[src/rtl/if_id_stage.sv]
// IF/ID pipeline register with a one-entry skid buffer, synchronous redirect flush,
// pre-split instruction fields and a saturating stall counter for performance debug.
`timescale 1ns/1ps

module if_id_stage #(
  parameter int XLEN        = 32,
  parameter int STALL_CNT_W = 16
) (
  input  logic                   clk,
  input  logic                   rst,
  input  logic                   in_valid,
  output logic                   in_ready,
  input  logic [XLEN-1:0]        Instruction,
  input  logic [XLEN-1:0]        PC_Next,
  input  logic                   flush,
  output logic                   out_valid,
  input  logic                   out_ready,
  output logic [XLEN-1:0]        out_instr,
  output logic [XLEN-1:0]        out_pc,
  output logic [5:0]             opcode,
  output logic [4:0]             rs,
  output logic [4:0]             rt,
  output logic [4:0]             rd,
  output logic [15:0]            imm16,
  output logic [STALL_CNT_W-1:0] stall_count
);

  typedef enum logic [1:0] {
    EMPTY = 2'd0,
    ONE   = 2'd1,
    FULL  = 2'd2
  } occ_t;

  occ_t            state;
  logic            skid_valid;
  logic [XLEN-1:0] skid_instr;
  logic [XLEN-1:0] skid_pc;
  logic            accept;
  logic            drain;
  logic            stalled;

  assign accept  = in_valid & in_ready;
  assign drain   = out_valid & out_ready;
  assign stalled = out_valid & ~out_ready;

  // in_ready is its own flop, kept equal to ~skid_valid so fetch never sees a
  // combinational path from out_ready.
  always_ff @(posedge clk or negedge rst) begin
    if (!rst) begin
      state      <= EMPTY;
      out_valid  <= 1'b0;
      skid_valid <= 1'b0;
      in_ready   <= 1'b1;
      out_instr  <= '0;
      out_pc     <= '0;
      skid_instr <= '0;
      skid_pc    <= '0;
    end else if (flush) begin
      state      <= EMPTY;
      out_valid  <= 1'b0;
      skid_valid <= 1'b0;
      in_ready   <= 1'b1;
    end else begin
      case (state)
        EMPTY: begin
          if (accept) begin
            out_instr <= Instruction;
            out_pc    <= PC_Next;
            out_valid <= 1'b1;
            state     <= ONE;
          end
        end
        ONE: begin
          if (accept && drain) begin
            out_instr <= Instruction;
            out_pc    <= PC_Next;
          end else if (accept) begin
            skid_instr <= Instruction;
            skid_pc    <= PC_Next;
            skid_valid <= 1'b1;
            in_ready   <= 1'b0;
            state      <= FULL;
          end else if (drain) begin
            out_valid <= 1'b0;
            state     <= EMPTY;
          end
        end
        FULL: begin
          if (drain) begin
            out_instr  <= skid_instr;
            out_pc     <= skid_pc;
            skid_valid <= 1'b0;
            in_ready   <= 1'b1;
            state      <= ONE;
          end
        end
        default: begin
          state      <= EMPTY;
          out_valid  <= 1'b0;
          skid_valid <= 1'b0;
          in_ready   <= 1'b1;
        end
      endcase
    end
  end

  // Counts stalled edges even during a flush; sticks at all-ones.
  always_ff @(posedge clk or negedge rst) begin
    if (!rst) begin
      stall_count <= '0;
    end else if (stalled && (stall_count != {STALL_CNT_W{1'b1}})) begin
      stall_count <= stall_count + 1'b1;
    end
  end

  assign opcode = out_instr[31:26];
  assign rs     = out_instr[25:21];
  assign rt     = out_instr[20:16];
  assign rd     = out_instr[15:11];
  assign imm16  = out_instr[15:0];

endmodule

[config.mk]
export PLATFORM = sky130hd
export DESIGN_NAME = if_id_stage
export DESIGN_NICKNAME = d
export VERILOG_FILES = /design/src/rtl/if_id_stage.sv
export SDC_FILE = /design/constraint.sdc
export NUM_CORES = 1
export LEC_CHECK = 0
export ABC_AREA = 1
export CAP_MARGIN = 5
export CELL_PAD_IN_SITES_DETAIL_PLACEMENT = 0
export CELL_PAD_IN_SITES_GLOBAL_PLACEMENT = 1
export CORE_AREA = 2 2 142 144
export CTS_CLUSTER_SIZE = 8
export DETAILED_ROUTE_END_ITERATION = 8
export DIE_AREA = 0 0 144 146
export HOLD_SLACK_MARGIN = 0.1
export MAX_ROUTING_LAYER = met4
export PLACE_DENSITY = 0.84
export RECOVER_POWER = 25
export SETUP_SLACK_MARGIN = 0.05
export SYNTH_ARGS = -nofsm -noshare
export SYNTH_HDL_FRONTEND = slang
export SYNTH_SLANG_ARGS = --single-unit
[constraint.sdc]
create_clock -name clk -period 1.8 [get_ports clk]
set_input_delay 0.36 -clock clk [delete_from_list [all_inputs] [get_ports clk]]
set_output_delay 0.36 -clock clk [all_outputs]
set_load 0.02 [all_outputs]
# Word-level counts from Yosys, hierarchy flattened

Index checks and enable logic that the tools add are counted.

Output and inout port bits: 119
Input port bits: 69
Flip-flop bits (word level): 148
Logic and storage cells: 65

Multiplexer cells: 26
Bitwise logic cells: 6
Equal/unequal tests: 15
Add/sub/neg operators: 1
Reductions and logical operators: 9

Operator list:

| cell                                                 | count |
|---|---|
| two-way mux 32 bit                                   | 6 |
| one-hot mux 32 bit (3 select lines)                  | 2 |
| != test 3 bit (second input constant)                | 6 |
| adder 16 x 1 -> 16 bit (second input constant)       | 1 |
| != test 16 bit (second input constant)               | 1 |
| two-way mux 2 bit                                    | 6 |
| AND reduction 4 bit                                  | 3 |
| != test 2 bit (second input constant)                | 5 |
| AND reduction 5 bit                                  | 2 |
| two-way mux 1 bit                                    | 9 |
| one-hot mux 1 bit (3 select lines)                   | 2 |
| one-hot mux 2 bit (3 select lines)                   | 1 |
| != test 4 bit (second input constant)                | 1 |
| bitwise AND 1 bit                                    | 3 |
| inverter 1 bit                                       | 3 |
| nonzero test 3 bit                                   | 1 |
| equality test 2 x 1 -> 1 bit (second input constant) | 1 |
| equality test 2 bit (second input constant)          | 1 |
| logical AND 1 bit                                    | 2 |
| zero test 2 bit                                      | 1 |

# Logic depth before layout (Yosys ltp)

Depth in word-level cells: 6
Mapped depth: 10
Mapped depth without buffers: 9

# Worst setup path after synthesis

No wires, ideal clock.

Path type: register -> register
Start: register stall_count[1]
End: register stall_count[7]
Stages on the path, launching flop included: 10
Slack: 173 ps
Data required time: 1674 ps
Arrival time: 1501 ps
Setup time: 126 ps
Period minus slack after synthesis: 1627 ps
Buffers on the path: 1
Cells stage by stage: dfrtp_1 ha_1 inv_1 nor2_1 nand2_1 nor2_1 nor2_1 buf_2 nand2_1 o21ai_0

Cells in the longest elaborated chain, start to end: 2
Elaborated cells on any way between the ends: 3
Classes of those cells: add/sub (1); eq/ne (1); reduce/logical (1)

Ends and longest elaborated chain:

| item                                                           | line | RTL |
|---|---|---|
| start: declaration                                             | 25   | `output logic [STALL_CNT_W-1:0] stall_count` |
| start signal: assignment                                       | 112  | `stall_count <= stall_count + 1'b1;` |
| branches (longest 2 deep; another with adder 16 x 1 -> 16 bit) | n/a  |  |

Several ways; the timed one is not identified.
A chain may end at the register's enable or synchronous reset.

# Final worst setup path

Start: register in_ready
End: output in_ready

RTL lines:

| item                     | line | RTL |
|---|---|---|
| start: declaration       | 12   | `output logic in_ready,` |
| start signal: assignment | 53   | `in_ready <= 1'b1;` |
| start signal: assignment | 62   | `in_ready <= 1'b1;` |
| start signal: assignment | 81   | `in_ready <= 1'b0;` |

No word-level cell between the ends.

==> flow_summary.ini <==
[power]
irDropWorstVdd_uv = 724
p_leak_nw = 5.12
power.density_nw_per_um2 = 1540

[logic_synthesis]
syn_area_per_cell_sq_um = 8.67
synth_area_sq_um = 6890
yosysTopAreaCellShare_pct = 53.4
ys_seq_area_share_pct = 53.8
ys_seq_elements = 148
synth_enable_flop_cells = 0
async_reset_ff_share_pct = 100
synth_top_cell_by_area = dfrtp_1
synth_commonest_cells = nand2_1 (271), dfrtp_1 (147), o21ai_0 (93)
ys.flop_type = dfrtp_1
syn_inst = 795
yosys.cell_count.top_type = nand2_1
synth.top_cells.by_area = dfrtp_1 (53%), nand2_1 (15%), mux2i_1 (7.0%), o21ai_0 (6.8%), nand3_1 (4.1%)
yosysWarnings = 0
ys_types = 26
syn-num-nets = 865

[sta]
setup_viol = 0
final_max_slew_viol_count = 0
worst_slack_ns = 0.112
skew_ns = 0.00508
rsz0062_at_grt = false
min_period_ns = 1.69
finalCritPeriodShare_pct = 93.8
fmax_mhz = 592
hold_viol_final = 0
maxSlewHeadroom_pct = 42.0
worst_pin_slew_ns = 0.869

[detailed_routing]
met1_length_microns = 7920
avgRoutedWirePerCell_microns = 13.9
vias = 5707
wl_met2_microns = 8180
met3_length_microns = 898
avgViaCountPerCell = 4.63
drc = 0
top_layer = met4
drt_iter0_drc = 301
drtAntennaViolNets = 0
wirelength_microns = 17100
drtPass1Iterations = 4

[clock_tree]
tritoncts = done
root_buffer = clkbuf_16
path_clk_slew_ns = 0.06
numCtsBuffers = 17
cts.sinks = 148
cts_htree_levels = 4
clk_path_buf_depth = 2
clk_latency_ns = 0.41

[finish]
area_growth_pct = 37.3
fillerInstances = 1922
stdcell_count = 1232
nets = 1024
fin_area_sq_um = 9460
drive_above_1_share_pct = 7.35

[floorplanning]
die_h_microns = 146
rows = 51
die_w_microns = 144
start_util_pct = 35.6
core_sq_um = 19300
die-area_sq_um = 21000
boundaryPins = 188

[placed_design]
place_area_sq_um = 8970
io_buffers = 187
gp_congestion = 0.808
place_ws_ns = -0.198
dp.cells = 1198
dpl.hpwl_microns = 11800

[flow_run]
drv_cap = 0

[global_routing]
antenna_found_initial = 1
grt_pass1_wl_microns = 28200
grt_pass1_vias = 5530
grt_overflow = 0
grt_max_degree = 49
grt_usage_pct = 17.3

[critical_path]
critPathBufInv = 1
required_ns = 1.44
critPathMaxStageDelay_ns = 0.54
critPathArrivalTime_ns = 1.33
crit_path_start_kind = flop
end_kind = output port
path_class = reg -> out
crit_family = flip-flops
crit_slowest_cell = dfstp_2
cp_max_fo = 3
worstPathCellList = dlygate4sd2_1

[status]
status = finished clean

[min_path]
hold_class = reg -> reg
cell families (layout without fill, tap and decap cells):
logic type / count (synthesis) / in the layout / share of synthesized area (%)
and+or+nand+nor: 365 / 365 / 21.3
DFF: 148 / 148 / 53.8
buffers and inverters: 116 / 287 / 9.01
AOI/OAI and AO/OA: 114 / 114 / 8.39
muxes: 48 / 48 / 6.97
xor gates and xnor gates: 3 / 3 / 0.381
adders and majority gates: 1 / 1 / 0.182
other: 0 / 1 / 0
path summary, 6_finish.rpt:
| path | from | slack [ns] | cells past startpoint | endpoint |
|---|---|---|---|---|
| hold / removal | skid_instr[29]$_DFFE_PN0P_ | 0.47 | 2 | skid_instr[29]$_DFFE_PN0P_ |
| max in group asynchronous | rst | 0.29 | 3 | in_ready$_DFFE_PN1P_ |
| setup reg to reg | in_ready$_DFFE_PN1P_ | 0.23 | 5 | out_pc[25]$_DFFE_PN0P_ |
| setup / recovery | in_ready$_DFFE_PN1P_ | 0.11 | 1 | in_ready |
| hold reg to reg | skid_instr[29]$_DFFE_PN0P_ | 0.47 | 2 | skid_instr[29]$_DFFE_PN0P_ |
| min in group asynchronous | rst | 0.60 | 2 | out_instr[21]$_DFFE_PN0P_ |
metrics by stage:
stage | hold WS (ns) | util, % | setup TNS (ns) | total power [mW]
finish | 0.470 | 48.9 | 0 | 14.6
global route | 0.483 | 48.9 | 0 | 15.6
CTS | 0.414 | 48.9 | 0 | 14.8
detailed placement | 0.274 | 46.4 | -15.72 | 11.8
global placement | 0.276 | 46.4 | -11.45 | 11.7
floorplan | 0.0644 | - | 0 | 9.15
layer usage:
metal	GRT usage [%]	vias up
li1	-	2856
met1	22.6	2687
met2	27.4	152
met3	4.44	12
met4	3.53	0
met5	-	-
what timing repair did:
action                     4_1_cts  5_1_grt
buffers inserted                 0        1
hold buffers                     1        0
resized for setup              113       10
hold endpoints to repair        29        0
setup endpoints to repair      113       24
state kept, by name (all words and copies together), names as in the netlist:
| signal | flops |
|---|---|
| state | 2 |
| skid_instr | 32 |
| out_instr | 32 |
| in_ready | 1 |
| out_valid | 1 |
| stall_count | 16 |
| out_pc | 32 |
| skid_pc | 32 |
power breakdown:
part | internal, mW | leakage (nW) | total, mW | switching [mW]
Clock | 2.25 | 0.281 | 3.66 | 1.41
Sequential | 4.74 | 1.85 | 5.65 | 0.914
Combinational | 2.13 | 2.99 | 5.26 | 3.13
Total | 9.13 | 5.12 | 14.6 | 5.45
cells in the final DEF, fill, tap and decap left out, drive strengths merged, types with 2 or more instances in the layout:
cell type	netlist	routed
buf	56	30
inv	38	38
clkinvlp	0	5
dlymetal6s2s	0	6
clkbuf	22	21
nand3	57	57
dfrtp	147	147
a21oi	2	2
nor3	2	2
nand3b	2	2
clkdlybuf4s50	0	67
o21ai	109	109
nor2	27	27
xnor2	3	3
mux2i	48	48
nand4	5	5
clkinv	0	3
dlygate4sd2	0	113
nand2	272	272
bufinv	0	3
final cells by class:
cell class / count / area [sq um] / share of cell area (%)
repair buffers: 218 / 2070 / 21.9
inverters: 38 / 143 / 1.51
flip-flops and latches: 148 / 3700 / 39.2
clock inverters: 11 / 154 / 1.63
diodes: 1 / 2.50 / 0.0265
multi-input cells: 531 / 2600 / 27.4
well taps: 265 / 332 / 3.51
clock buffers: 20 / 457 / 4.83
No activity file was read; power rests on OpenSTA's default activity.
